$ cat src/rtl/i2c_reg_seq_if.sv
// Host request/response and I2C byte-engine command signals for i2c_reg_seq.
// The sequencer connects through the master modport; the host/engine side uses slave.
interface i2c_reg_seq_if #(
    parameter int MAX_BYTES = 4,
    parameter int LEN_W     = $clog2(MAX_BYTES)
);
    // Host handshake: a request transfers on the rising edge where req_valid && req_ready;
    // req_ready is high only while idle, rsp_valid is a one-cycle completion pulse.
    logic                   req_valid;
    logic                   req_ready;
    logic                   req_rw;
    logic [6:0]             req_dev_addr;
    logic [7:0]             req_reg_addr;
    logic [LEN_W-1:0]       req_len;
    logic [8*MAX_BYTES-1:0] req_wdata;
    logic                   rsp_valid;
    logic [1:0]             rsp_err;
    logic [8*MAX_BYTES-1:0] rdata;
    logic                   busy;
    logic                   wr_i2c;
    logic [2:0]             cmd;
    logic [7:0]             data_in;
    logic                   ready;
    logic                   done_tick;
    logic [7:0]             data_out;
    logic                   ACK;
    logic [3:0]             dbg_state;
    logic [1:0]             dbg_phase;
    logic                   dbg_done;

    modport master (
        input  req_valid, req_rw, req_dev_addr, req_reg_addr, req_len, req_wdata,
        input  ready, done_tick, data_out, ACK,
        output req_ready, rsp_valid, rsp_err, rdata, busy,
        output wr_i2c, cmd, data_in,
        output dbg_state, dbg_phase, dbg_done
    );

    modport slave (
        output req_valid, req_rw, req_dev_addr, req_reg_addr, req_len, req_wdata,
        output ready, done_tick, data_out, ACK,
        input  req_ready, rsp_valid, rsp_err, rdata, busy,
        input  wr_i2c, cmd, data_in,
        input  dbg_state, dbg_phase, dbg_done
    );
endinterface

$ cat src/rtl/i2c_reg_seq.sv
// Register-access sequencer driving an I2C master byte engine from one host request.
// Optional watchdog (rsp_err=11 on a stuck engine) is built when I2C_SEQ_TIMEOUT_EN is defined.
module i2c_reg_seq #(
    parameter int       MAX_BYTES   = 4,
    parameter int       LEN_W       = $clog2(MAX_BYTES),
    parameter logic [2:0] START_CMD   = 3'b000,
    parameter logic [2:0] STOP_CMD    = 3'b001,
    parameter logic [2:0] READ_CMD    = 3'b010,
    parameter logic [2:0] WRITE_CMD   = 3'b011,
    parameter logic [2:0] RESTART_CMD = 3'b100
`ifdef I2C_SEQ_TIMEOUT_EN
    ,
    parameter int       TIMEOUT_CYCLES = 65535
`endif
) (
    input  logic          clk,
    input  logic          reset,
    i2c_reg_seq_if.master bus
);
    typedef enum logic [3:0] {
        S_IDLE, S_START, S_ADDR_W, S_REG, S_WDATA,
        S_RESTART, S_ADDR_R, S_RDATA, S_STOP, S_RESP
    } state_e;

    typedef enum logic [1:0] {P_ISSUE, P_WAIT_BUSY, P_WAIT_DONE} phase_e;

    state_e                 state_q, state_d;
    phase_e                 phase_q, phase_d;
    logic [LEN_W-1:0]       cnt_q, cnt_d;
    logic                   rw_q, rw_d;
    logic [6:0]             dev_q, dev_d;
    logic [7:0]             reg_q, reg_d;
    logic [LEN_W-1:0]       len_q, len_d;
    logic [8*MAX_BYTES-1:0] wdata_q, wdata_d;
    logic [8*MAX_BYTES-1:0] rdata_q, rdata_d;
    logic [1:0]             err_q, err_d;
    logic                   wr_i2c_q, wr_i2c_d;
    logic [2:0]             cmd_q, cmd_d;
    logic [7:0]             data_in_q, data_in_d;
    logic                   done_q, done_d;
    logic [2:0]             step_cmd;
    logic [7:0]             step_data;

    // Command and byte the current step presents to the engine.
    always_comb begin
        step_cmd  = WRITE_CMD;
        step_data = 8'h00;
        case (state_q)
            S_START:   step_cmd  = START_CMD;
            S_RESTART: step_cmd  = RESTART_CMD;
            S_STOP:    step_cmd  = STOP_CMD;
            S_ADDR_W:  step_data = {dev_q, 1'b0};
            S_ADDR_R:  step_data = {dev_q, 1'b1};
            S_REG:     step_data = reg_q;
            S_WDATA:   step_data = wdata_q[{cnt_q, 3'b000} +: 8];
            S_RDATA: begin
                step_cmd  = READ_CMD;
                step_data = (cnt_q == len_q) ? 8'h01 : 8'h00;
            end
            default: ;
        endcase
    end

`ifdef I2C_SEQ_TIMEOUT_EN
    localparam logic [15:0] TIMEOUT_LIM = 16'(TIMEOUT_CYCLES);
    logic [15:0] wdog_q, wdog_d;
    logic        wdog_hit;
    assign wdog_hit = (phase_q != P_ISSUE) && (state_q != S_IDLE) && (state_q != S_RESP)
                      && (wdog_q == TIMEOUT_LIM - 16'd1);
`else
    logic wdog_hit;
    assign wdog_hit = 1'b0;
`endif

    always_comb begin
        state_d   = state_q;
        phase_d   = phase_q;
        cnt_d     = cnt_q;
        rw_d      = rw_q;
        dev_d     = dev_q;
        reg_d     = reg_q;
        len_d     = len_q;
        wdata_d   = wdata_q;
        rdata_d   = rdata_q;
        err_d     = err_q;
        wr_i2c_d  = 1'b0;
        cmd_d     = cmd_q;
        data_in_d = data_in_q;
        done_d    = bus.done_tick;

        if (state_q == S_IDLE) begin
            if (bus.req_valid) begin
                rw_d    = bus.req_rw;
                dev_d   = bus.req_dev_addr;
                reg_d   = bus.req_reg_addr;
                len_d   = bus.req_len;
                wdata_d = bus.req_wdata;
                rdata_d = '0;
                err_d   = 2'b00;
                cnt_d   = '0;
                state_d = S_START;
                phase_d = P_ISSUE;
            end
        end else if (state_q == S_RESP) begin
            state_d = S_IDLE;
            phase_d = P_ISSUE;
        end else if (wdog_hit) begin
            // Stuck engine: no STOP can be trusted, report straight to the host.
            state_d = S_RESP;
            phase_d = P_ISSUE;
            err_d   = 2'b11;
            cnt_d   = '0;
        end else begin
            case (phase_q)
                P_ISSUE: begin
                    if (bus.ready) begin
                        wr_i2c_d  = 1'b1;
                        cmd_d     = step_cmd;
                        data_in_d = step_data;
                        phase_d   = P_WAIT_BUSY;
                    end
                end
                P_WAIT_BUSY: begin
                    if (!bus.ready) phase_d = P_WAIT_DONE;
                end
                default: begin
                    if (bus.ready) begin
                        phase_d = P_ISSUE;
                        case (state_q)
                            S_START:   state_d = S_ADDR_W;
                            S_RESTART: state_d = S_ADDR_R;
                            S_ADDR_W, S_ADDR_R: begin
                                if (bus.ACK) begin
                                    err_d   = 2'b01;
                                    state_d = S_STOP;
                                end else begin
                                    state_d = (state_q == S_ADDR_W) ? S_REG : S_RDATA;
                                end
                            end
                            S_REG: begin
                                if (bus.ACK) begin
                                    err_d   = 2'b10;
                                    state_d = S_STOP;
                                end else begin
                                    state_d = rw_q ? S_RESTART : S_WDATA;
                                end
                            end
                            S_WDATA: begin
                                if (bus.ACK) begin
                                    err_d   = 2'b10;
                                    state_d = S_STOP;
                                    cnt_d   = '0;
                                end else if (cnt_q == len_q) begin
                                    state_d = S_STOP;
                                    cnt_d   = '0;
                                end else begin
                                    cnt_d = cnt_q + LEN_W'(1);
                                end
                            end
                            S_RDATA: begin
                                rdata_d[{cnt_q, 3'b000} +: 8] = bus.data_out;
                                if (cnt_q == len_q) begin
                                    state_d = S_STOP;
                                    cnt_d   = '0;
                                end else begin
                                    cnt_d = cnt_q + LEN_W'(1);
                                end
                            end
                            S_STOP:  state_d = S_RESP;
                            default: state_d = S_IDLE;
                        endcase
                    end
                end
            endcase
        end
    end

    always_ff @(posedge clk) begin
        if (!reset) begin
            state_q   <= S_IDLE;
            phase_q   <= P_ISSUE;
            cnt_q     <= '0;
            rw_q      <= 1'b0;
            dev_q     <= '0;
            reg_q     <= '0;
            len_q     <= '0;
            wdata_q   <= '0;
            rdata_q   <= '0;
            err_q     <= 2'b00;
            wr_i2c_q  <= 1'b0;
            cmd_q     <= START_CMD;
            data_in_q <= 8'h00;
            done_q    <= 1'b0;
        end else begin
            state_q   <= state_d;
            phase_q   <= phase_d;
            cnt_q     <= cnt_d;
            rw_q      <= rw_d;
            dev_q     <= dev_d;
            reg_q     <= reg_d;
            len_q     <= len_d;
            wdata_q   <= wdata_d;
            rdata_q   <= rdata_d;
            err_q     <= err_d;
            wr_i2c_q  <= wr_i2c_d;
            cmd_q     <= cmd_d;
            data_in_q <= data_in_d;
            done_q    <= done_d;
        end
    end

`ifdef I2C_SEQ_TIMEOUT_EN
    // Watchdog restarts whenever the phase moves and only runs while waiting on the engine.
    always_comb begin
        wdog_d = '0;
        if (!wdog_hit && phase_d == phase_q && phase_q != P_ISSUE
            && state_q != S_IDLE && state_q != S_RESP) begin
            wdog_d = wdog_q + 16'd1;
        end
    end

    always_ff @(posedge clk) begin
        if (!reset) wdog_q <= '0;
        else        wdog_q <= wdog_d;
    end
`endif

    assign bus.req_ready = (state_q == S_IDLE);
    assign bus.busy      = (state_q != S_IDLE);
    assign bus.rsp_valid = (state_q == S_RESP);
    assign bus.rsp_err   = err_q;
    assign bus.rdata     = rdata_q;
    assign bus.wr_i2c    = wr_i2c_q;
    assign bus.cmd       = cmd_q;
    assign bus.data_in   = data_in_q;
    assign bus.dbg_state = state_q;
    assign bus.dbg_phase = phase_q;
    assign bus.dbg_done  = done_q;
endmodule
$ cat src/flat_wrapper.sv
// flat-port wrapper written by rule: the top's interface ports become plain ports
module i2c_reg_seq_flat 
#(
    parameter int       MAX_BYTES   = 4,
    parameter int       LEN_W       = $clog2(MAX_BYTES),
    parameter logic [2:0] START_CMD   = 3'b000,
    parameter logic [2:0] STOP_CMD    = 3'b001,
    parameter logic [2:0] READ_CMD    = 3'b010,
    parameter logic [2:0] WRITE_CMD   = 3'b011,
    parameter logic [2:0] RESTART_CMD = 3'b100

)
  (clk, reset, bus_req_valid, bus_req_rw, bus_req_dev_addr, bus_req_reg_addr, bus_req_len, bus_req_wdata, bus_ready, bus_done_tick, bus_data_out, bus_ACK, bus_req_ready, bus_rsp_valid, bus_rsp_err, bus_rdata, bus_busy, bus_wr_i2c, bus_cmd, bus_data_in, bus_dbg_state, bus_dbg_phase, bus_dbg_done);
  i2c_reg_seq_if #(.MAX_BYTES(MAX_BYTES), .LEN_W(LEN_W)) bus_i ();
  input  logic clk;
  input  logic reset;
  input wire logic [$bits(bus_i.req_valid)-1:0] bus_req_valid;
  input wire logic [$bits(bus_i.req_rw)-1:0] bus_req_rw;
  input wire logic [$bits(bus_i.req_dev_addr)-1:0] bus_req_dev_addr;
  input wire logic [$bits(bus_i.req_reg_addr)-1:0] bus_req_reg_addr;
  input wire logic [$bits(bus_i.req_len)-1:0] bus_req_len;
  input wire logic [$bits(bus_i.req_wdata)-1:0] bus_req_wdata;
  input wire logic [$bits(bus_i.ready)-1:0] bus_ready;
  input wire logic [$bits(bus_i.done_tick)-1:0] bus_done_tick;
  input wire logic [$bits(bus_i.data_out)-1:0] bus_data_out;
  input wire logic [$bits(bus_i.ACK)-1:0] bus_ACK;
  output wire logic [$bits(bus_i.req_ready)-1:0] bus_req_ready;
  output wire logic [$bits(bus_i.rsp_valid)-1:0] bus_rsp_valid;
  output wire logic [$bits(bus_i.rsp_err)-1:0] bus_rsp_err;
  output wire logic [$bits(bus_i.rdata)-1:0] bus_rdata;
  output wire logic [$bits(bus_i.busy)-1:0] bus_busy;
  output wire logic [$bits(bus_i.wr_i2c)-1:0] bus_wr_i2c;
  output wire logic [$bits(bus_i.cmd)-1:0] bus_cmd;
  output wire logic [$bits(bus_i.data_in)-1:0] bus_data_in;
  output wire logic [$bits(bus_i.dbg_state)-1:0] bus_dbg_state;
  output wire logic [$bits(bus_i.dbg_phase)-1:0] bus_dbg_phase;
  output wire logic [$bits(bus_i.dbg_done)-1:0] bus_dbg_done;
  assign bus_i.req_valid = bus_req_valid;
  assign bus_i.req_rw = bus_req_rw;
  assign bus_i.req_dev_addr = bus_req_dev_addr;
  assign bus_i.req_reg_addr = bus_req_reg_addr;
  assign bus_i.req_len = bus_req_len;
  assign bus_i.req_wdata = bus_req_wdata;
  assign bus_i.ready = bus_ready;
  assign bus_i.done_tick = bus_done_tick;
  assign bus_i.data_out = bus_data_out;
  assign bus_i.ACK = bus_ACK;
  assign bus_req_ready = bus_i.req_ready;
  assign bus_rsp_valid = bus_i.rsp_valid;
  assign bus_rsp_err = bus_i.rsp_err;
  assign bus_rdata = bus_i.rdata;
  assign bus_busy = bus_i.busy;
  assign bus_wr_i2c = bus_i.wr_i2c;
  assign bus_cmd = bus_i.cmd;
  assign bus_data_in = bus_i.data_in;
  assign bus_dbg_state = bus_i.dbg_state;
  assign bus_dbg_phase = bus_i.dbg_phase;
  assign bus_dbg_done = bus_i.dbg_done;
  i2c_reg_seq #(.MAX_BYTES(MAX_BYTES), .LEN_W(LEN_W), .START_CMD(START_CMD), .STOP_CMD(STOP_CMD), .READ_CMD(READ_CMD), .WRITE_CMD(WRITE_CMD), .RESTART_CMD(RESTART_CMD)) u_core (.clk(clk), .reset(reset), .bus(bus_i));
endmodule
$ cat config.mk
export PLATFORM = sky130hd
export DESIGN_NAME = i2c_reg_seq_flat
export DESIGN_NICKNAME = d
export VERILOG_FILES = /design/src/rtl/i2c_reg_seq_if.sv /design/src/rtl/i2c_reg_seq.sv /design/src/flat_wrapper.sv
export SDC_FILE = /design/constraint.sdc
export NUM_CORES = 1
export LEC_CHECK = 0
export CAP_MARGIN = 20
export CORE_MARGIN = 2
export CORE_UTILIZATION = 55
export CTS_BUF_LIST = sky130_fd_sc_hd__clkbuf_2 sky130_fd_sc_hd__clkbuf_4 sky130_fd_sc_hd__clkbuf_8
export CTS_CLUSTER_SIZE = 12
export DETAILED_ROUTE_END_ITERATION = 8
export GPL_ROUTABILITY_DRIVEN = 0
export PLACE_DENSITY_LB_ADDON = 0.3
export SLEW_MARGIN = 20
export SYNTH_ARGS = -nofsm -noshare
export SYNTH_HDL_FRONTEND = slang
export SYNTH_SLANG_ARGS = --single-unit
$ cat constraint.sdc
create_clock -name clk -period 6.1 [get_ports clk]
set_clock_uncertainty 0.15 [all_clocks]
set_input_delay 0.61 -clock clk [delete_from_list [all_inputs] [get_ports clk]]
set_output_delay 0.61 -clock clk [all_outputs]
set_load 0.005 [all_outputs]
==> report_table.html <==
<table>
<tr><th>Metric</th><th>Value</th></tr>
<tr><th colspan="2">Synth</th></tr>
<tr><td>Net count after synthesis</td><td>roughly 620</td></tr>
<tr><td>Synthesized area per cell</td><td>8.55 um^2</td></tr>
<tr><td>Count of different cell masters after synthesis</td><td>58</td></tr>
<tr><td>Flip-flop and latch count after synthesis</td><td>approximately 110</td></tr>
<tr><td>Sequential cell area fraction in the yosys report</td><td>44.7%</td></tr>
<tr><td>Predominant post-synthesis flop cell</td><td>dfxtp_1</td></tr>
<tr><td>Post-synthesis instance area</td><td>0.00470 mm^2</td></tr>
<tr><td>Post-synth top area cell</td><td>dfxtp_1</td></tr>
<tr><td>Cells taking the most area after synthesis</td><td>dfxtp_1 (45%), nand2_1 (14%), mux2i_1 (7.4%)</td></tr>
<tr><td>Count leader, synth</td><td>nand2_1</td></tr>
<tr><td>Yosys Warn Count</td><td>0</td></tr>
<tr><td>Number of flops mapped to enable cells by yosys</td><td>0</td></tr>
<tr><td>Top cell type's share of synthesized area</td><td>between 40% and 50%</td></tr>
<tr><td>Top cells by instance count after synthesis</td><td>nand2_1 (181), dfxtp_1 (105), a21oi_1 (61)</td></tr>
<tr><td>Async set-reset flop share out of synthesis</td><td>0%</td></tr>
<tr><td>Synthesized netlist cell count</td><td>550</td></tr>
<tr><th colspan="2">Layout</th></tr>
<tr><td>Layout cell share with drive strength beyond 1</td><td>6.62%</td></tr>
<tr><td>Non-filler instance count after layout</td><td>around 760</td></tr>
<tr><td># fillers</td><td>625</td></tr>
<tr><td>Antenna diodes</td><td>0</td></tr>
<tr><td>Synthesis-to-finish area growth</td><td>29.6%</td></tr>
<tr><td>Layout net count</td><td>713</td></tr>
<tr><td>Post-layout utilization of the core</td><td>73.8%</td></tr>
<tr><th colspan="2">Power</th></tr>
<tr><td>Worst IR Drop VDD</td><td>0.164 mV</td></tr>
<tr><td>Part of the total power dissipated in the clock network</td><td>between 30% and 40%</td></tr>
<tr><td>Areal power density over the cells</td><td>224 mW/mm^2</td></tr>
<tr><td>P_leak</td><td>2.20 nW</td></tr>
<tr><td>Psw</td><td>approximately 0.00037 W</td></tr>
<tr><td>Internal</td><td>0.000995 W</td></tr>
<tr><td>Sequential group share of total power</td><td>between 50% and 60%</td></tr>
<tr><td>Switching Share</td><td>27.0%</td></tr>
<tr><td>Combinational share of power</td><td>15.1%</td></tr>
<tr><th colspan="2">Flow run</th></tr>
<tr><td>MaxCap Viol Count</td><td>0</td></tr>
<tr><th colspan="2">Drt</th></tr>
<tr><td>Antenna-violating nets left</td><td>0</td></tr>
<tr><td>Drt initial violations</td><td>197</td></tr>
<tr><td>DR vias</td><td>4234</td></tr>
<tr><td>Wire per inst</td><td>roughly 16 um</td></tr>
<tr><td>Detailed-router iteration count before antenna repair</td><td>5</td></tr>
<tr><td>Post-route DRC violation count</td><td>0</td></tr>
<tr><td>Via density per instance</td><td>5.61</td></tr>
<tr><td>Wire length reported by the detailed router</td><td>11900 um</td></tr>
<tr><th colspan="2">Floorplan</th></tr>
<tr><td>Effective utilization at floorplan</td><td>between 50 and 60%</td></tr>
<tr><td>IO Count</td><td>120</td></tr>
<tr><td>Die Height</td><td>~96 um</td></tr>
<tr><td>Die area</td><td>~0.0093 mm^2</td></tr>
<tr><td>Placeable core region</td><td>slightly above 0.008 mm^2</td></tr>
<tr><td>Chip Width</td><td>96.5 um</td></tr>
<tr><td>FP Rows</td><td>33</td></tr>
<tr><th colspan="2">GRT</th></tr>
<tr><td>Overall fraction of global-route tracks in use</td><td>25.9%</td></tr>
<tr><td>Antenna violations before repair</td><td>0</td></tr>
<tr><td>Maximum number of pins on one net before global-route repair</td><td>60</td></tr>
<tr><td>Number of global-route vias before repair</td><td>4047</td></tr>
<tr><td>Overflow after GRT</td><td>0</td></tr>
<tr><td>Wire length of the first global-routing pass</td><td>~19000 um</td></tr>
<tr><th colspan="2">CTS</th></tr>
<tr><td>Setup Buffers After CTS</td><td>0</td></tr>
<tr><td>Number of buffers created by CTS</td><td>9</td></tr>
<tr><td>Resized cells post-CTS</td><td>0</td></tr>
<tr><td>Worst-skew pair later-pin latency</td><td>360 ps</td></tr>
<tr><td>Count of H-tree levels built during CTS</td><td>3</td></tr>
<tr><td>CTS root buf</td><td>clkbuf_8</td></tr>
<tr><td>Hold_buf cts</td><td>0</td></tr>
<tr><td>Sinks on the clock net</td><td>105</td></tr>
<tr><td>Register clock-pin slew on the reported worst setup and hold paths</td><td>~100 ps</td></tr>
<tr><td>Clock tree from TritonCTS</td><td>built</td></tr>
<tr><td>Deepest clock path buffer count</td><td>2</td></tr>
<tr><th colspan="2">Worst setup path</th></tr>
<tr><td>Worst reg-to-reg setup slack</td><td>between 3000 and 4000 ps</td></tr>
<tr><td>Endpoint required time on the critical path</td><td>5340 ps</td></tr>
<tr><td>Setup crit end kind</td><td>output port</td></tr>
<tr><td>Crit-path max FO</td><td>29</td></tr>
<tr><td>CP Launch Type</td><td>register</td></tr>
<tr><td>Endpoint arrival time on the critical path</td><td>2700 ps</td></tr>
<tr><td>Kind of critical path</td><td>register to output port</td></tr>
<tr><th colspan="2">Timing</th></tr>
<tr><td>Tightest slew margin relative to the limit</td><td>33.8%</td></tr>
<tr><td>Final setup violating endpoints</td><td>0</td></tr>
<tr><td>Unrepaired setup endpoints after global routing</td><td>no</td></tr>
<tr><td>Maximum clock rate</td><td>289 MHz</td></tr>
<tr><td>Final period utilization</td><td>56.7%</td></tr>
<tr><td>Transition time at the pin with the least slew margin</td><td>about 990 ps</td></tr>
<tr><td>Final Slew Violations</td><td>0</td></tr>
<tr><td>Final critical-path required period</td><td>3460 ps</td></tr>
<tr><td>Final-report hold violation count</td><td>0</td></tr>
<tr><td>Setup TNS Final</td><td>0 ps</td></tr>
<tr><th colspan="2">Status</th></tr>
<tr><td>Status</td><td>finished clean</td></tr>
<tr><th colspan="2">Hold path</th></tr>
<tr><td>Hold WC Path Type</td><td>register to register</td></tr>
<tr><th colspan="2">Placed design</th></tr>
<tr><td>DPL Wire Length</td><td>8490 um</td></tr>
<tr><td>Port Buffer Count</td><td>119</td></tr>
<tr><td>Cell count after placement</td><td>739</td></tr>
</table>
[layout make-up]
type	instances	area, um^2	area share [%]
flip-flops and latches	105	2100	34.5
repair buffers	124	1230	20.2
well taps	105	131	2.16
clock buffers	12	159	2.61
clock inverters	4	36.3	0.595
multi-input cells	397	2400	39.4
inverters	8	35.0	0.575
[logic make-up (layout without fill, tap and decap cells)]
kind of cell	count (synthesis)	in the layout	synth area share (%)
adders and majority gates	4	4	1.06
muxes	43	43	11.3
and+or+nand+nor	227	227	21.0
DFF	105	105	44.7
buffers and inverters	48	148	4.79
AOI/OAI and AO/OA	119	119	16.5
xor gates and xnor gates	4	4	0.745
[placed cells by master (no fill, tap or decap), types with 6 or more instances in the layout]
| master | instances |
|---|---|
| nand2_1 | 181 |
| clkdlybuf4s50_1 | 119 |
| dfxtp_1 | 105 |
| a21oi_1 | 61 |
| mux2i_1 | 35 |
| o2bb2ai_1 | 13 |
| clkbuf_8 | 11 |
| a22oi_1 | 9 |
| nor2_1 | 8 |
| mux4_2 | 8 |
| o21ai_0 | 6 |
[registers in the layout (all words and copies together) (netlist names), 2 cells and up]
name	flops
u_core.dev_q	7
u_core.bus.dbg_phase	2
u_core.bus.rdata	32
u_core.len_q	2
u_core.bus.rsp_err	2
u_core.bus.data_in	8
u_core.wdata_q	32
u_core.bus.cmd	3
u_core.reg_q	8
u_core.bus.dbg_state	4
u_core.cnt_q	2
[metrics by stage]
step / setup slack, ps / area (um^2) / hold slack, ps / power, W
floorplan: 3800 / 4700 / 283 / 0.000871
global placement: 2850 / 5870 / 290 / 0.000948
detailed placement: 2700 / 5880 / 297 / 0.000956
CTS: 2670 / 6070 / 311 / 0.00137
global route: 2430 / 6090 / 330 / 0.00141
finish: 2640 / 6090 / 310 / 0.00136
[critical path, stage by stage (launching register included)]
cell and delay [ps]:
dfxtp_1 990, clkinv_1 500, nor3_1 320, clkdlybuf4s50_1 540
[final timing paths]
kind	startpoint	end	cells after the start
max	u_core.bus.dbg_state[0]	bus_rsp_valid	3
min	u_core.wdata_q[3]	u_core.wdata_q[3]	2
max reg2reg	u_core.bus.dbg_state[0]	u_core.bus.rdata[9]	5
min reg2reg	u_core.wdata_q[3]	u_core.wdata_q[3]	2
[power by group through the flow]
stage	logic [W]	registers, W	clock network (W)
after floorplan	0.000130	0.000741	0
after global routing	0.000224	0.000741	0.000447
after detailed placement	0.000204	0.000752	0
after global placement	0.000198	0.000750	0
after CTS	0.000205	0.000736	0.000425
final	0.000205	0.000737	0.000421
[metal layers]
metal	track usage, %	vias to the layer above	share of wire [%]
met5	0	-	0
met4	6.46	0	1.5
met3	6.05	19	5.9
met2	45.1	149	49
met1	32.3	1992	43
li1	-	2074	-
(Power assumes the default switching activity.)
